### src/rtl/uart_rx_fifo_if.sv
// uart_rx_fifo_if: uart receive handshake plus 68000-style word register bus
interface uart_rx_fifo_if;
  logic [7:0]  rx_data;
  logic        rx_avail;
  logic        rx_avail_clear;
  logic        addr;
  logic        rw;
  logic        uds;
  logic        lds;
  logic [15:0] data_write;
  logic [15:0] data_read;
  logic        irq;
  modport master (
    output rx_data, rx_avail, addr, rw, uds, lds, data_write,
    input  rx_avail_clear, data_read, irq
  );
  modport slave (
    input  rx_data, rx_avail, addr, rw, uds, lds, data_write,
    output rx_avail_clear, data_read, irq
  );
endinterface

### src/rtl/uart_rx_fifo.sv
// uart_rx_fifo: buffers uart RX bytes in a FIFO read by the CPU through DATA/STATUS words
module uart_rx_fifo #(
  parameter int DEPTH = 16,
  parameter int AW    = 4
) (
  input logic            clk,
  input logic            reset,
  uart_rx_fifo_if.slave  bus
);
  typedef enum logic {IDLE, ACK} state_t;
  state_t        state;
  logic [7:0]    mem [DEPTH];
  logic [AW-1:0] rd_ptr, wr_ptr;
  logic [AW:0]   count, count_n;
  logic          overflow, irq_en, irq_en_n, strb_q;
  logic          empty, full, start, pop, wr, flush, take, push;
  logic [15:0]   status;
  always_comb begin
    empty    = count == '0;
    full     = count == (AW+1)'(DEPTH);
    start    = (bus.uds | bus.lds) & ~strb_q;
    pop      = start & bus.rw & ~bus.addr & bus.uds & ~empty;
    wr       = start & ~bus.rw & bus.addr & bus.lds;
    flush    = wr & bus.data_write[0];
    take     = (state == IDLE) & bus.rx_avail;
    // a pop in the same cycle frees the slot, so a full FIFO can still accept
    push     = take & (~full | pop) & ~flush;
    irq_en_n = wr ? bus.data_write[1] : irq_en;
    count_n  = flush ? '0 : count + (AW+1)'(push) - (AW+1)'(pop);
    status   = {3'b0, 5'(count), 4'b0, irq_en, overflow, full, ~empty};
  end
  always_ff @(posedge clk) if (push) mem[wr_ptr] <= bus.rx_data;
  always_ff @(posedge clk) begin
    if (reset) begin
      state              <= IDLE;
      rd_ptr             <= '0;
      wr_ptr             <= '0;
      count              <= '0;
      overflow           <= 1'b0;
      irq_en             <= 1'b0;
      strb_q             <= 1'b0;
      bus.rx_avail_clear <= 1'b0;
      bus.irq            <= 1'b0;
      bus.data_read      <= '0;
    end else begin
      strb_q   <= bus.uds | bus.lds;
      count    <= count_n;
      irq_en   <= irq_en_n;
      bus.irq  <= irq_en_n & (count_n != '0);
      rd_ptr   <= flush ? '0 : rd_ptr + AW'(pop);
      wr_ptr   <= flush ? '0 : wr_ptr + AW'(push);
      overflow <= (overflow & ~(wr & bus.data_write[2])) | (take & full & ~pop & ~flush);
      if (take) begin
        state              <= ACK;
        bus.rx_avail_clear <= 1'b1;
      end else if (state == ACK && !bus.rx_avail) begin
        state              <= IDLE;
        bus.rx_avail_clear <= 1'b0;
      end
      if (start & bus.rw)
        bus.data_read <= bus.addr ? status : (empty ? 16'h0000 : {mem[rd_ptr], 8'h00});
    end
  end
endmodule

### src/flat_wrapper.sv
// flat-port wrapper written by rule: the top's interface ports become plain ports
module uart_rx_fifo_flat 
#(
  parameter int DEPTH = 16,
  parameter int AW    = 4
)
  (clk, reset, bus_rx_data, bus_rx_avail, bus_addr, bus_rw, bus_uds, bus_lds, bus_data_write, bus_rx_avail_clear, bus_data_read, bus_irq);
  uart_rx_fifo_if bus_i ();
  input logic clk;
  input logic reset;
  input wire logic [$bits(bus_i.rx_data)-1:0] bus_rx_data;
  input wire logic [$bits(bus_i.rx_avail)-1:0] bus_rx_avail;
  input wire logic [$bits(bus_i.addr)-1:0] bus_addr;
  input wire logic [$bits(bus_i.rw)-1:0] bus_rw;
  input wire logic [$bits(bus_i.uds)-1:0] bus_uds;
  input wire logic [$bits(bus_i.lds)-1:0] bus_lds;
  input wire logic [$bits(bus_i.data_write)-1:0] bus_data_write;
  output wire logic [$bits(bus_i.rx_avail_clear)-1:0] bus_rx_avail_clear;
  output wire logic [$bits(bus_i.data_read)-1:0] bus_data_read;
  output wire logic [$bits(bus_i.irq)-1:0] bus_irq;
  assign bus_i.rx_data = bus_rx_data;
  assign bus_i.rx_avail = bus_rx_avail;
  assign bus_i.addr = bus_addr;
  assign bus_i.rw = bus_rw;
  assign bus_i.uds = bus_uds;
  assign bus_i.lds = bus_lds;
  assign bus_i.data_write = bus_data_write;
  assign bus_rx_avail_clear = bus_i.rx_avail_clear;
  assign bus_data_read = bus_i.data_read;
  assign bus_irq = bus_i.irq;
  uart_rx_fifo #(.DEPTH(DEPTH), .AW(AW)) u_core (.clk(clk), .reset(reset), .bus(bus_i));
endmodule
### config.mk
export PLATFORM = sky130hd
export DESIGN_NAME = uart_rx_fifo_flat
export DESIGN_NICKNAME = d
export VERILOG_FILES = /design/src/rtl/uart_rx_fifo_if.sv /design/src/rtl/uart_rx_fifo.sv /design/src/flat_wrapper.sv
export SDC_FILE = /design/constraint.sdc
export NUM_CORES = 1
export LEC_CHECK = 0
export ABC_AREA = 1
export CORE_ASPECT_RATIO = 0.9
export CORE_MARGIN = 3
export CORE_UTILIZATION = 63
export CTS_CLUSTER_SIZE = 30
export DETAILED_ROUTE_END_ITERATION = 8
export PLACE_DENSITY = 0.82
export SKIP_CTS_REPAIR_TIMING = 1
export SLEW_MARGIN = 20
export SYNTH_ARGS = -nofsm -noshare
export SYNTH_HDL_FRONTEND = slang
export SYNTH_SLANG_ARGS = --single-unit
export TNS_END_PERCENT = 20
### constraint.sdc
create_clock -name clk -period 4.3 [get_ports clk]
set_input_delay 0.43 -clock clk [delete_from_list [all_inputs] [get_ports clk]]
set_output_delay 0.43 -clock clk [all_outputs]
set_load 0.03 [all_outputs]
Yosys cells after proc, flatten, opt, wreduce, memory -nomap -nowiden
Memories as Yosys holds them, arrays and structs flattened. A register that Yosys moved wholly into a read port is not among the register bits.
Index checks and enable logic that the tools add are counted.
Word-level totals
  output and inout bits: 18
  word-level logic and storage cells: 60
  RAM bits: 128
  memories kept: 1
  register bits after elaboration: 34
Cells by class
  add/sub/neg operators: 4
  equal/unequal tests: 1
  bitwise logic cells: 30
  mux-type cells: 9
  reductions and logical operators: 6
Memory list
  u_core.mem: words 16, bits a word 8, rd ports 1, clocked after Yosys merged registers in 1, write ports 1, RTL line uart_rx_fifo.sv:12  | logic [7:0] mem [DEPTH];
Operators by type and width (number)
  2-to-1 mux 16 bit: 2
  AND 1 bit: 18
  NOT 1 bit: 9
  adder 4 x 1 -> 4 bit: 2
  adder 5 x 1 -> 5 bit: 1
  == test 5 bit (second input constant): 1
  logical NOT 5 bit: 1
  2-to-1 mux 1 bit: 5
  2-to-1 mux 5 bit: 1
  nonzero test 5 bit: 1
  subtractor 5 x 1 -> 5 bit: 1
  2-to-1 mux 4 bit: 1
  bitwise OR 1 bit: 3
  nonzero test 2 bit: 1
  OR reduction 2 bit: 1
  logical AND 1 bit: 1
  logical NOT 1 bit: 1

Logic depth before layout (Yosys ltp)
Gate-level depths: netlist of run 1.
  depth after elaboration: 14
  depth in mapped cells: 20

Least setup slack after synthesis of run 1
Ideal clock, no wire load.
  path type: flip-flop to flip-flop
  from: register u_core.count[2]
  to: register u_core.bus.irq
  path buffers: 1
  cell stages (with the launch flop): 21
  period minus slack after synthesis: 2.568 ns
  data arrival time: 2.456 ns
  required time: 4.188 ns
  path slack: 1.732 ns
  path through: dfxtp_1 inv_1 ha_1 nand4_1 nand3_2 inv_4 nand2_2 nand2_4 nand2_4 buf_12 inv_2 ha_1 inv_1 fa_1 inv_1 a21oi_1 nor2_1 nor2_1 xor2_1 nor2_1 nor2_1
On the way
  word-level cells in the longest chain between the ends: 11
  elaborated cells on any way between the ends: 13
  those cells by class: add/sub (2); eq/ne (1); mux (1); bitwise (7); reduce/logical (2)
Ends and longest elaborated chain
  start: declaration: RTL line uart_rx_fifo.sv:14  | logic [AW:0] count, count_n;
  start signal: assignment: RTL line uart_rx_fifo.sv:47  | count <= count_n;
  logical NOT 5 bit: RTL line uart_rx_fifo.sv:19  | empty = count == '0;
  NOT 1 bit: RTL line uart_rx_fifo.sv:22  | pop = start & bus.rw & ~bus.addr & bus.uds & ~empty;
  AND 1 bit: RTL line uart_rx_fifo.sv:22
  bitwise OR 1 bit: RTL line uart_rx_fifo.sv:27  | push = take & (~full | pop) & ~flush;
  AND 1 bit (2 in a row): RTL line uart_rx_fifo.sv:27
  adder 5 x 1 -> 5 bit: RTL line uart_rx_fifo.sv:29  | count_n = flush ? '0 : count + (AW+1)'(push) - (AW+1)'(pop);
  subtractor 5 x 1 -> 5 bit (*): RTL line uart_rx_fifo.sv:29
  2-to-1 mux 5 bit (*): RTL line uart_rx_fifo.sv:29
  nonzero test 5 bit (*): RTL line uart_rx_fifo.sv:49  | bus.irq <= irq_en_n & (count_n != '0);
  AND 1 bit (*): RTL line uart_rx_fifo.sv:49
  end signal: assignment: RTL line uart_rx_fifo.sv:49
  end: declaration: RTL line uart_rx_fifo_if.sv:19  | output rx_avail_clear, data_read, irq
Mark *: on every way between the ends. The rest lies on a longest branch, timed or not.
A chain may end at the register's enable or synchronous reset.

Final worst setup path of run 1
Ends and elaborated chain as after synthesis.

==> reports/results.ini, run 1 <==
[run_status]
status = completed

[power_and_ir_drop]
ir_worst_vdd_v = 0.000417
power_density_nw_per_um2 = 495
p_total_mw = 3.91
leakage_nw = 3.11

[floorplanning]
initial_utilization_pct = 66.0
io_pins = 49
floorplan.die.height_um = 105
core_um2 = 10500
die-width_um = 116
num_rows = 35
die_area_um2 = 12300

[timing]
maxSlewViolCount = 0
finalClockSkew_ns = 0.00693
setup_ws_ns = 1.27
finalCritPeriodShare_pct = 70.4
period_needed_ns = 3.03
worstMarginPinSlew_ns = 0.891
whs_ns = 0.470
finalHoldViolations = 0
slew_headroom_pct = 40.6
clock.fmax_ghz = 0.330
setup_viol = 0
finalSetupTns_ns = 0
rsz0062_at_grt = false

[logic_synthesis]
synth_cell_type_count = 31
ys_ff_latch = 158
synth-seq-area-share_pct = 64.3
syn_inst = 692
netlist_area_um2 = 6910
synth_area_per_cell_um2 = 9.98
yosys_warnings = 0

[placement]
dp_cells = 828
io_buffers = 31
place_hpwl_mm = 9.53
place_ws_ns = 0.937
placed_area_um2 = 7250
gp_congestion = 0.835

[detailed_routing]
vias = 4857
viasPerCell = 5.65
first_pass_iters = 5
drt_wl_total_mm = 15.4
ant_nets = 0
dr_wl_met2_mm = 7.57
route.detailed.wl_per_inst_um = 17.9
wl_met3_mm = 1.20
wl_met1_mm = 6.29
post-route-drc-count = 0
drt_iter0_drc = 493
top_layer_used = met4

[global_route]
grt_pass1_wl_mm = 24.2
first_global_vias = 4761
grt_start_max_net_pins = 69
antenna_found_initial = 0
track_usage_pct = 26.5
grt_overflow = 0

[clocking]
clockRootBuffer = clkbuf_16
path_clk_slew_ns = 0.06
cts_buffers = 17
cts_tree = built
cts.sinks = 158
cts_buffer_depth = 2
htreeDepth = 4
clock_latency_ns = 0.43

[setup_path]
cp_max_fo = 9
endpoint_kind = register
required_ns = 4.62
worstSetupStartpointType = register
crit_arrival_ns = 3.35
path_class = reg2reg

[final_layout]
nFillCells = 662
diodes = 0
mostFrequentLayoutCell = nand2_1
nNetsFinal = 759
finalNonFillerCells = 860
fin_util_pct = 75.4
area_growth_pct = 14.2
layout_common_cells = 227 x nand2_1, 128 x edfxtp_1, 77 x nand3_1, 71 x inv_1, 54 x nor2_1
design_area_um2 = 7890
drive_above_1_share_pct = 8.07

[hold_path]
min_path_type = reg2reg

[job]
drv_cap = 0

==> cell families after synthesis <==
logic type / Yosys count / synth area share, %
xor gates and xnor gates: 7 / 0.888
AOI/OAI and AO/OA: 29 / 2.35
and+or+nand+nor: 379 / 23.8
DFF: 158 / 64.3
other: 1 / 0.0543
buffers and inverters: 108 / 6.67
adders and majority gates: 10 / 1.92
==> area by class of cell <==
type	count	area (µm²)	share of cell area [%]
sequential	158	4450	56.4
multi-input combinational	429	2010	25.5
clock buffer	19	453	5.74
timing repair buffer	34	333	4.22
inverter	78	297	3.76
clock inverter	13	185	2.35
tap	129	161	2.05
==> flip-flops by register name, summed over array words and instances (netlist names) <==
register,count
u_core.bus.data_read,12
u_core.overflow,1
u_core.bus.irq,1
u_core.count,5
u_core.bus.rx_avail_clear,1
u_core.mem,128
u_core.irq_en,1
u_core.wr_ptr,4
u_core.strb_q,1
u_core.rd_ptr,4
==> layer usage <==
layer,vias up,global-route usage [%]
li1,2299,-
met1,2306,35.5
met3,34,7.23
met5,-,0
met2,218,41.5
met4,0,10.0
==> report_power, final <==
part	switching, mW	internal, mW
Clock	0.599	1.01
Combinational	0.362	0.179
Sequential	0.0413	1.72
==> worst max-delay path, stage by stage (launching register included) <==
cell and delay [ns]:
dfxtp_1 0.39, inv_1 0.08, ha_1 0.22, nand4_1 0.16, nand3_2 0.13, inv_4 0.13, nand2_2 0.12, nor2_1 0.24
inv_1 0.10, nand2_1 0.09, ha_1 0.16, inv_1 0.07, fa_1 0.44, inv_1 0.07, a21oi_1 0.06, nor2_1 0.09
nor2_1 0.06, xor2_1 0.15, nor2_1 0.11, nor2_1 0.05
==> synth_stat cells (all sizes together) <==
cell	instances	area, µm²
a21oi	15	75.1
a22oi	6	45.0
buf	19	124
clkbuf	11	41.3
clkinv	1	3.75
conb	1	3.75
dfxtp	30	601
edfxtp	128	3840
fa	1	20.0
ha	9	113
inv	77	292
nand2	230	881
nand3	79	405
nand4	2	12.5
nor2	65	317
nor3	3	26.3
o211ai	1	7.51
o21ai	7	35.0
xnor2	3	26.3
xor2	4	35.0
==> final timing paths <==
path                                               from                      end  slack, ns  depth (start not counted)
worst max register to register          u_core.count[2]           u_core.bus.irq       1.27                         19
worst min-delay path            u_core.bus.data_read[2]  u_core.bus.data_read[2]       0.47                          2
worst max-delay path                    u_core.count[2]           u_core.bus.irq       1.27                         19
worst min register to register  u_core.bus.data_read[2]  u_core.bus.data_read[2]       0.47                          2
Note: power is estimated with default switching activity, not from simulation.
==> run 2: changes to the inputs <==
--- a/config.mk
+++ b/config.mk
@@ -8,10 +8,10 @@
 export ABC_AREA = 1
 export CORE_ASPECT_RATIO = 0.9
 export CORE_MARGIN = 3
-export CORE_UTILIZATION = 63
+export CORE_UTILIZATION = 59
 export CTS_CLUSTER_SIZE = 30
 export DETAILED_ROUTE_END_ITERATION = 8
-export PLACE_DENSITY = 0.82
+export PLACE_DENSITY = 0.77
 export SKIP_CTS_REPAIR_TIMING = 1
 export SLEW_MARGIN = 20
 export SYNTH_ARGS = -nofsm -noshare
==> constraint.sdc (replaced) <==
create_clock -name clk -period 3.1 [get_ports clk]
set_input_delay 0.31 -clock clk [delete_from_list [all_inputs] [get_ports clk]]
set_output_delay 0.31 -clock clk [all_outputs]
set_load 0.03 [all_outputs]
==> run 2 against run 1 <==
Global-route usage decreased by 1.9 points. Critical path type unchanged. Largest power group unchanged. Die area grew 6.4%. Sequential share of layout area down 0.50 points. Largest cell class unchanged.
==> reports/results.ini, run 2 (synthesis results as in run 1) <==
[power_and_ir_drop]
leakage_nw = 3.14  ; +1.1%
power_density_nw_per_um2 = 663  ; +34%
ir_worst_vdd_v = 0.000640  ; +53%

[global_route]
grt_start_max_net_pins = 69  ; unchanged
track_usage_pct = 24.6  ; -1.9 points
first_global_vias = 4733  ; -0.59%
grt_overflow = 0  ; unchanged
antenna_found_initial = 0  ; unchanged
grt_pass1_wl_mm = 23.9  ; -1.1%

[clocking]
cts_buffers = 17  ; unchanged
clockRootBuffer = clkbuf_16
path_clk_slew_ns = 0.06  ; about the same
clock_latency_ns = 0.42  ; about the same
htreeDepth = 4  ; unchanged
cts.sinks = 158  ; unchanged
cts_buffer_depth = 2  ; unchanged
cts_tree = built

[placement]
io_buffers = 31  ; unchanged
placed_area_um2 = 7350  ; +1.4%
place_hpwl_mm = 9.82  ; +3.0%
place_ws_ns = 0.115  ; -0.822 ns
gp_congestion = 0.941  ; +13%

[timing]
finalClockSkew_ns = 0.00816  ; +0.00124 ns
setup_viol = 0  ; unchanged
finalSetupTns_ns = 0  ; unchanged
slew_headroom_pct = 47.1  ; +6.5 points
whs_ns = 0.465  ; -0.00478 ns
worstMarginPinSlew_ns = 0.791  ; -0.100 ns
finalCritPeriodShare_pct = 89.4  ; +19 points
finalHoldViolations = 0  ; unchanged
period_needed_ns = 2.77  ; -0.258 ns
clock.fmax_ghz = 0.361  ; +9.3%
maxSlewViolCount = 0  ; unchanged
setup_ws_ns = 0.330  ; -0.942 ns
rsz0062_at_grt = false

[floorplanning]
floorplan.die.height_um = 109  ; +3.1%
initial_utilization_pct = 62.1  ; -3.9 points
die_area_um2 = 13000  ; +6.4%
die-width_um = 120  ; +3.2%
core_um2 = 11100  ; +6.3%
io_pins = 49  ; unchanged
num_rows = 36  ; +2.9%

[setup_path]
required_ns = 3.42  ; -1.20 ns
crit_arrival_ns = 3.09  ; -0.26 ns
endpoint_kind = register
path_class = reg2reg
worstSetupStartpointType = register
cp_max_fo = 5  ; -4

[final_layout]
design_area_um2 = 7960  ; +0.89%
drive_above_1_share_pct = 8.53  ; +0.45 points
largest_reg_flops = 128  ; unchanged
area_growth_pct = 15.2
nNetsFinal = 767  ; +1.1%
top_regs = u_core.mem: 128 flops, u_core.bus.data_read: 12 flops, u_core.count: 5 flops
diodes = 0  ; unchanged
nFillCells = 794  ; +20%
largest_register = u_core.mem
layout_common_cells = 227 x nand2_1, 128 x edfxtp_1, 77 x nand3_1, 71 x inv_1, 54 x nor2_1
mostFrequentLayoutCell = nand2_1

[detailed_routing]
viasPerCell = 5.43  ; -3.9%
post-route-drc-count = 0  ; unchanged
ant_nets = 0  ; unchanged
vias = 4835  ; -0.45%
drt_iter0_drc = 435  ; -12%
drt_wl_total_mm = 15.2  ; -1.8%
route.detailed.wl_per_inst_um = 17.0  ; -5.2%
first_pass_iters = 6  ; +1

[job]
drv_cap = 0  ; unchanged

[run_status]
status = completed

[hold_path]
min_path_type = reg2reg

run 2: worst max-delay path, cell delays in order (launching register included):
cell	delay (ns)
dfxtp_1	0.40
inv_1	0.09
ha_1	0.22
nand4_1	0.16
nand3_2	0.13
inv_4	0.07
nand2_2	0.09
nor2_1	0.16
inv_1	0.08
nand2_1	0.07
ha_1	0.17
inv_1	0.06
fa_1	0.42
inv_1	0.07
a21oi_1	0.06
nor2_1	0.08
nor2_1	0.05
xor2_1	0.15
nor2_1	0.10
nor2_1	0.04
run 2: final timing paths:
check                            end  slack (ns)  cells past startpoint             from
max                   u_core.bus.irq        0.33                     19  u_core.count[2]
min          u_core.bus.data_read[3]        0.47                      2    u_core.irq_en
max reg2reg           u_core.bus.irq        0.33                     19  u_core.count[2]
min reg2reg  u_core.bus.data_read[3]        0.47                      2    u_core.irq_en
run 2: routing by layer:
layer	track usage, %	vias up	wire length (µm)
met1	32.9	2283	6420
li1	-	2323	-
met5	0	-	0
met3	5.29	34	964
met4	9.73	0	433
met2	40.1	195	7350
run 2: layout make-up:
class / count / area (µm²) / share of cell area, %
Clock inverter: 8 / 71.3 / 0.896
Tap cell: 152 / 190 / 2.39
Clock buffer: 24 / 537 / 6.75
Multi-Input combinational cell: 429 / 2010 / 25.3
Inverter: 78 / 295 / 3.71
Sequential cell: 158 / 4450 / 55.9
Timing Repair Buffer: 42 / 405 / 5.09
run 2: through the flow:
step / cells / utilization [%] / power (mW)
after global placement: 859 / 66.1 / 3.19
after global routing: 891 / 71.5 / 5.47
final: 891 / 71.5 / 5.28
after detailed placement: 859 / 66.1 / 3.22
after CTS: 891 / 71.5 / 5.27
after floorplan: 695 / - / 3.01
run 2: where the power goes:
| group | switching, mW | leakage [nW] | internal (mW) |
|---|---|---|---|
| clock | 0.799 | 0.299 | 1.29 |
| sequential | 0.0535 | 1.40 | 2.39 |
| combinational | 0.488 | 1.44 | 0.256 |
| total | 1.34 | 3.14 | 3.94 |
